**src/rtl/traffic_sensor_conditioner.sv**
```systemverilog
// Road-sensor front end: synchronises two bouncing car-presence inputs and debounces them
// on a shared prescaled tick, giving glitch-free presence levels plus arrival pulses.

module traffic_sensor_conditioner_chan #(
    parameter int unsigned DB_TICKS = 3
) (
    input  logic clk,
    input  logic reset,
    input  logic tick_i,
    input  logic sync_i,
    output logic s_o,
    output logic arr_o
);

    localparam int unsigned CW = (DB_TICKS > 1) ? $clog2(DB_TICKS) : 1;
    localparam logic [CW-1:0] CNT_LAST = CW'(DB_TICKS - 1);

    typedef enum logic [1:0] {
        LOW    = 2'd0,
        ARM_HI = 2'd1,
        HIGH   = 2'd2,
        ARM_LO = 2'd3
    } state_e;

    state_e        state_q, state_d;
    logic [CW-1:0] cnt_q, cnt_d;
    logic          s_q, s_d;
    logic          arr_q, arr_d;

    // A sync reversal is tested before the tick, so it wins over a completing tick.
    always_comb begin
        state_d = state_q;
        cnt_d   = cnt_q;
        unique case (state_q)
            LOW: begin
                if (sync_i) begin
                    state_d = ARM_HI;
                    cnt_d   = '0;
                end
            end
            ARM_HI: begin
                if (!sync_i) begin
                    state_d = LOW;
                    cnt_d   = '0;
                end else if (tick_i) begin
                    if (cnt_q == CNT_LAST) begin
                        state_d = HIGH;
                        cnt_d   = '0;
                    end else begin
                        cnt_d = cnt_q + CW'(1);
                    end
                end
            end
            HIGH: begin
                if (!sync_i) begin
                    state_d = ARM_LO;
                    cnt_d   = '0;
                end
            end
            ARM_LO: begin
                if (sync_i) begin
                    state_d = HIGH;
                    cnt_d   = '0;
                end else if (tick_i) begin
                    if (cnt_q == CNT_LAST) begin
                        state_d = LOW;
                        cnt_d   = '0;
                    end else begin
                        cnt_d = cnt_q + CW'(1);
                    end
                end
            end
            default: begin
                state_d = LOW;
                cnt_d   = '0;
            end
        endcase

        // Outputs are decoded from the next state and registered alongside it.
        s_d   = (state_d == HIGH) || (state_d == ARM_LO);
        arr_d = (state_q == ARM_HI) && (state_d == HIGH);
    end

    always_ff @(posedge clk) begin
        if (reset) begin
            state_q <= LOW;
            cnt_q   <= '0;
            s_q     <= 1'b0;
            arr_q   <= 1'b0;
        end else begin
            state_q <= state_d;
            cnt_q   <= cnt_d;
            s_q     <= s_d;
            arr_q   <= arr_d;
        end
    end

    assign s_o   = s_q;
    assign arr_o = arr_q;

endmodule

module traffic_sensor_conditioner #(
    parameter int unsigned TICK_DIV = 4,
    parameter int unsigned DB_TICKS = 3
) (
    input  logic clk,
    input  logic reset,
    input  logic raw_a,
    input  logic raw_b,
    output logic tick,
    output logic Sa,
    output logic Sb,
    output logic arr_a,
    output logic arr_b
);

    localparam int unsigned PW = $clog2(TICK_DIV);
    localparam logic [PW-1:0] PRE_LAST = PW'(TICK_DIV - 1);

    logic [PW-1:0] pre_q, pre_d;
    logic [1:0]    sync_a_q, sync_b_q;

    always_comb begin
        if (pre_q == PRE_LAST) begin
            pre_d = '0;
        end else begin
            pre_d = pre_q + PW'(1);
        end
    end

    always_ff @(posedge clk) begin
        if (reset) begin
            pre_q    <= '0;
            sync_a_q <= '0;
            sync_b_q <= '0;
        end else begin
            pre_q    <= pre_d;
            sync_a_q <= {sync_a_q[0], raw_a};
            sync_b_q <= {sync_b_q[0], raw_b};
        end
    end

    assign tick = (pre_q == PRE_LAST);

    traffic_sensor_conditioner_chan #(
        .DB_TICKS(DB_TICKS)
    ) u_chan_a (
        .clk    (clk),
        .reset  (reset),
        .tick_i (tick),
        .sync_i (sync_a_q[1]),
        .s_o    (Sa),
        .arr_o  (arr_a)
    );

    traffic_sensor_conditioner_chan #(
        .DB_TICKS(DB_TICKS)
    ) u_chan_b (
        .clk    (clk),
        .reset  (reset),
        .tick_i (tick),
        .sync_i (sync_b_q[1]),
        .s_o    (Sb),
        .arr_o  (arr_b)
    );

endmodule
```
**config.mk**
```make
export PLATFORM = sky130hd
export DESIGN_NAME = traffic_sensor_conditioner
export DESIGN_NICKNAME = d
export VERILOG_FILES = /design/src/rtl/traffic_sensor_conditioner.sv
export SDC_FILE = /design/constraint.sdc
export NUM_CORES = 1
export LEC_CHECK = 0
export ABC_AREA = 1
export CAP_MARGIN = 15
export CORE_MARGIN = 3
export CORE_UTILIZATION = 44
export CTS_BUF_LIST = sky130_fd_sc_hd__clkbuf_4 sky130_fd_sc_hd__clkbuf_8
export DETAILED_ROUTE_END_ITERATION = 7
export PLACE_DENSITY = 0.66
export SYNTH_ARGS = -nofsm -noshare
export SYNTH_HDL_FRONTEND = slang
export SYNTH_SLANG_ARGS = --single-unit
```
**constraint.sdc**
```tcl
create_clock -name clk -period 1.2 [get_ports clk]
set_input_delay 0.24 -clock clk [delete_from_list [all_inputs] [get_ports clk]]
set_output_delay 0.24 -clock clk [all_outputs]
set_load 0.01 [all_outputs]
```
==> results of run 1 <==
## report_power, final
part	leakage [nW]	internal (mW)	total (mW)	switching, mW
registers	0.139	0.583	0.595	0.0126
clock network	0.0184	0.152	0.321	0.170
logic	0.203	0.0403	0.0825	0.0422
## Yosys cell counts
cell type	n
nand4_1	4
ha_1	1
inv_1	12
nor3b_1	1
o21ai_1	2
nand3_1	6
nand2_2	2
buf_6	1
dfxtp_1	17
o21ai_0	2
nor3_1	1
buf_2	1
nor2_1	11
nand4_4	1
a21oi_2	2
inv_2	2
nand2_1	15
a21oi_1	5
## area by class of cell
| type | count | area share, % |
|---|---|---|
| Clock buffer | 4 | 3.58 |
| Sequential cell | 17 | 40.8 |
| Inverter | 14 | 6.26 |
| Multi-Input combinational cell | 53 | 34.1 |
| Timing Repair Buffer | 13 | 13.0 |
| Tap cell | 15 | 2.24 |
## repair_timing
action	in CTS	in global routing
setup buffers	0	1
gates cloned	0	1
endpoints found under the setup margin	5	10
gates resized for setup	8	5
hold buffers	0	0
## registers in the layout (all words and copies together) (netlist names)
register	cells
pre_q	2
u_chan_a.arr_o	1
u_chan_a.s_o	1
u_chan_b.state_q	2
u_chan_a.state_q	2
u_chan_a.cnt_q	2
u_chan_b.cnt_q	2
sync_b_q	2
sync_a_q	2
u_chan_b.arr_o	1
## tightest hold or removal path: stages, from the launching register on
cell     delay, ns
dfxtp_1       0.31
inv_1         0.04
nor2_1        0.03
## metal layers
| metal | part of all wire (%) | track usage (%) | vias to the layer above |
|---|---|---|---|
| li1 | - | - | 305 |
| met5 | 0 | 0 | - |
| met4 | 2.7 | 10.5 | 0 |
| met3 | 3.6 | 2.37 | 4 |
| met2 | 39 | 17.8 | 7 |
| met1 | 55 | 19.1 | 242 |
## cells by family after synthesis
| logic type | Yosys count |
|---|---|
| buffers and inverters | 16 |
| DFF | 17 |
| AOI/OAI and AO/OA | 11 |
| and+or+nand+nor | 41 |
| adders and majority gates | 1 |
## worst max-delay path by stage
| stage | start | to | slack, ns | cells after the start |
|---|---|---|---|---|
| 3_5_place_dp | pre_q[0] | tick | -0.07 | 2 |
| 4_1_cts | pre_q[0] | tick | -0.004 | 2 |
| 6_report | pre_q[0] | tick | 0.02 | 2 |
| 2_1_floorplan | pre_q[0] | u_chan_a.s_o | 0.09 | 5 |
| 5_1_grt | pre_q[0] | tick | 0.0004 | 2 |
| 3_3_place_gp | pre_q[0] | tick | -0.04 | 2 |
## per-stage QoR
step	cell area (um^2)	hold WS (ns)	setup slack (ns)
floorplan	683	0.347	0.0860
global placement	788	0.392	-0.0438
detailed placement	788	0.396	-0.0690
CTS	808	0.409	-0.00430
global route	840	0.430	0.000386
finish	840	0.407	0.0206
==> out/metrics.yaml, run 1 <==
worst_setup_path:
  slowest_stage: "dfxtp_2"
  crit-reg2reg-launch: "pre_q[0]"
  reg2reg_depth: 5
  cp_num_buf_inv: 1
  max_stage_delay_ns: 0.37
  crit_required_ns: 0.96
  critPathCaptureType: "output port"
  r2r_setup_slack_ns: 0.10
  cp.arrival_ns: 0.94
  critPathKind: "register to output port"
  crit_path_cell_trace: "ha_4 > buf_2"
  r2r_end: "u_chan_b.cnt_q[0]"
  cp-start-kind: "register"
  crit_family: "flip-flops"
  critPathMaxFanout: 3
grt:
  grt_pass1_vias: 478
  grt_max_degree: 12
  grt_use_total_pct: 13.5
  antenna_found_initial: 0
  grt_pass1_wl_um: 1960
  globalRoute.totalOverflow: 0
cts:
  clock_sinks: 17
  cts.clk_slew.worst_paths_ns: 0.09
  cts_made_buffers: 3
  htreeDepth: 1
  ctsLongestPathBuffers: 2
  cts_root_buffer: "clkbuf_4"
  clock_latency_ns: 0.29
  cts_tree: "built"
synthesis:
  synth.area.top_cells: "dfxtp_1 50%, nand2_1 8.2%, inv_1 6.6%"
  synth_compound_area_share_pct: 9.16
  synth_top_family_by_area: "simple AND/OR/NAND/NOR gates"
  synthSimpleGateAreaFrac_pct: 29.1
  synth_seq_cells: 17
  synth_area_per_cell_um2: 7.94
  yosys.area.top_type_share_pct: 49.8
  yosys.area_share.xor_xnor_pct: 0
  syn_area_um2: 683
  muxShareOfSynthArea_pct: 0
  ys_types: 18
  synth-adder-area-share_pct: 1.83
  synth_cells: 86
  ys_warn_count: 0
  synth_nets: 91
  ys_seq_area_share_pct: 49.8
  yosysTopAreaCell: "dfxtp_1"
routing:
  routedWlPerCell_um: 10.0
  antenna_left: 0
  vias_per_cell: 4.81
  first_pass_iters: 4
  vias: 558
  drc: 0
  drt-total-wl_um: 1160
  drt-initial-drc-count: 16
sta:
  setup_viol: 0
  rsz0062_at_grt: "no"
  fmax_mhz: 848
  period_share_pct: 98.3
  slew_violations: 0
  fin_crit_ns: 1.18
  fin_tns_setup_ns: 0
  tightest_slew_ns: 0.213
  skew_ns: 0.00201
  relSlewSlack_pct: 85.8
  hold_violations: 0
final_layout:
  stdcell_count: 116
  num_antenna_cells: 0
  fillers: 140
  ff_latch_area_um2: 343
  fin_util_pct: 60.7
  drive_gt1_share_pct: 19.8
  area_growth_pct: 22.9
  most-common-layout-cells: "15 x nand2_1, 15 x dfxtp_1, 12 x inv_1"
  fin_nets: 107
  multi_input_area_um2: 287
power:
  leakage_nw: 0.360
  power_density_nw_per_um2: 1190
  p_total_uw: 999
  peakVddDrop_uv: 898
placement:
  dp.cells: 110
  port_buffers: 8
  hpwl_um: 849
  place_congestion: 0.826
floorplan:
  core-area_um2: 1380
  die_h_um: 45.4
  dieArea_um2: 2060
  row_count: 13
  die_x_um: 45.4
  boundaryPins: 9
  start_util_pct: 49.4
min_path:
  min_path_cells: 2
  worstHoldStart: "sync_b_q[0]"
  holdPathEnd: "sync_b_q[1]"
  worstHoldPathType: "register to register"
flow_run:
  maxCapViolCount: 0
run_status:
  outcome: "completed"
Power figures use the tool's default switching activity.
==> run 2, diff against run 1 <==
--- a/config.mk
+++ b/config.mk
@@ -6,6 +6,7 @@
 export NUM_CORES = 1
 export LEC_CHECK = 0
 export ABC_AREA = 1
+export ABC_CLOCK_PERIOD_IN_PS = 1500
 export CAP_MARGIN = 15
 export CORE_MARGIN = 3
 export CORE_UTILIZATION = 44
@@ -15,3 +16,4 @@
 export SYNTH_ARGS = -nofsm -noshare
 export SYNTH_HDL_FRONTEND = slang
 export SYNTH_SLANG_ARGS = --single-unit
+export TNS_END_PERCENT = 20
==> constraint.sdc (replaced) <==
create_clock -name clk -period 1.5 [get_ports clk]
set_input_delay 0.3 -clock clk [delete_from_list [all_inputs] [get_ports clk]]
set_output_delay 0.3 -clock clk [all_outputs]
set_load 0.01 [all_outputs]
==> run 2 against run 1 <==
  * Routed wire length up 2.2%
  * Critical path type unchanged
  * Worst setup slack improved by 0.045 ns
  * Flip-flop and latch count stayed put
  * Final cell count shrank 2.6%
  * Combinational power shrank 27%
==> out/metrics.yaml, run 2 (synthesis results as in run 1) <==
run_status:
  outcome: "completed"
min_path:
  worstHoldPathType: "register to register"
worst_setup_path:
  critPathCaptureType: "output port"
  slowest_stage: "clkdlybuf4s50_1"
  crit_path_cell_trace: "clkdlybuf4s50_1"
  cp-start-kind: "register"
  crit_required_ns: 1.20
  critPathKind: "register to output port"
  crit_family: "buffers and inverters"
  max_stage_delay_ns: 0.53
  critPathMaxFanout: 1
  cp.arrival_ns: 1.13
  cp_num_buf_inv: 1
power:
  leakage_nw: 0.332
  pwr-share-comb_pct: 7.7
  peakVddDrop_uv: 665
  power_frac_seq_pct: 60.1
  swShare_pct: 22.0
  power_density_nw_per_um2: 971
  p_total_uw: 785
  netSwitchingPower_uw: 172
  p_clk_share_pct: 32.2
  p_int_uw: 612
routing:
  vias_per_cell: 4.75
  first_pass_iters: 3
  drc: 0
  routedWlPerCell_um: 10.5
  vias: 537
  drt-initial-drc-count: 15
  drt-total-wl_um: 1190
  antenna_left: 0
cts:
  cts_root_buffer: "clkbuf_4"
  clock_sinks: 17
  htreeDepth: 1
  cts.clk_slew.worst_paths_ns: 0.09
  ctsLongestPathBuffers: 2
  cts_hold_buf: 0
  cts_made_buffers: 3
  cts_tree: "built"
  clock_latency_ns: 0.28
sta:
  slew_violations: 0
  setup_viol: 0
  skew_ns: 0.00541
  fin_crit_ns: 1.43
  rsz0062_at_grt: "no"
  fmax_mhz: 697
  relSlewSlack_pct: 86.4
  hold_violations: 0
  fin_tns_setup_ns: 0
  tightest_slew_ns: 0.203
  period_share_pct: 95.6
floorplan:
  boundaryPins: 9
  die_h_um: 45.4
  die_x_um: 45.4
  row_count: 13
  start_util_pct: 49.4
  dieArea_um2: 2060
  core-area_um2: 1380
grt:
  antenna_found_initial: 0
  grt_use_total_pct: 12.9
  grt_pass1_vias: 482
  grt_pass1_wl_um: 1940
  globalRoute.totalOverflow: 0
  grt_max_degree: 12
flow_run:
  maxCapViolCount: 0
final_layout:
  layout_commonest_cell: "dfxtp_1"
  area_growth_pct: 18.3
  drive_gt1_share_pct: 13.3
  most-common-layout-cells: "17 x dfxtp_1, 15 x nand2_1, 12 x inv_1"
  num_antenna_cells: 0
  fin_nets: 104
placement:
  place_congestion: 0.792
  port_buffers: 8
  hpwl_um: 920
[run 2: cell count changes in the layout (fill, tap and decap cells not counted), sizes merged]
cell	delta
buf	-4
dlygate4sd2	-2
clkdlybuf4s50	+3
[run 2: worst paths after layout]
path	start	to	slack, ns	cells after the start
worst max-delay path	u_chan_a.s_o	Sa	0.07	1
worst min-delay path	sync_a_q[0]	sync_a_q[1]	0.42	2
worst max register to register	pre_q[0]	u_chan_b.state_q[1]	0.31	5
worst min register to register	sync_a_q[0]	sync_a_q[1]	0.42	2
[run 2: what timing repair did]
item / CTS / global route
setup buffers: 0 / 0
setup endpoints to repair: 2 / 0
gates resized for setup: 2 / 0
[run 2: cell type report]
cell class	count	area, um^2
well taps	15	18.8
multi-input cells	53	274
flip-flops and latches	17	340
clock buffers	4	30.0
inverters	14	52.6
repair buffers	10	92.6
fillers	134	574
[run 2: layer usage]
layer / GRT usage [%] / vias up / routed length (um)
li1: - / 300 / -
met1: 17.3 / 228 / 619
met2: 19.2 / 7 / 523
met3: 2.37 / 2 / 33
met4: 7.02 / 0 / 13
met5: 0 / - / 0
[run 2: power by group through the flow]
stage | logic, mW | clock network [mW] | registers, mW
after floorplan | 0.0415 | 0 | 0.480
after global placement | 0.0581 | 0 | 0.481
after detailed placement | 0.0626 | 0 | 0.483
after CTS | 0.0613 | 0.265 | 0.472
after global routing | 0.0683 | 0.280 | 0.474
final | 0.0604 | 0.252 | 0.472
[run 2: metrics by stage]
step,hold slack (ns),utilization (%),setup slack [ns],instance area [um^2],cells
after floorplan,0.388,-,0.386,683,86
after global placement,0.392,56.5,0.196,781,109
after detailed placement,0.411,56.5,0.156,781,109
after CTS,0.424,58.5,0.0446,808,113
after global routing,0.433,58.5,0.0285,808,113
final,0.418,58.5,0.0658,808,113
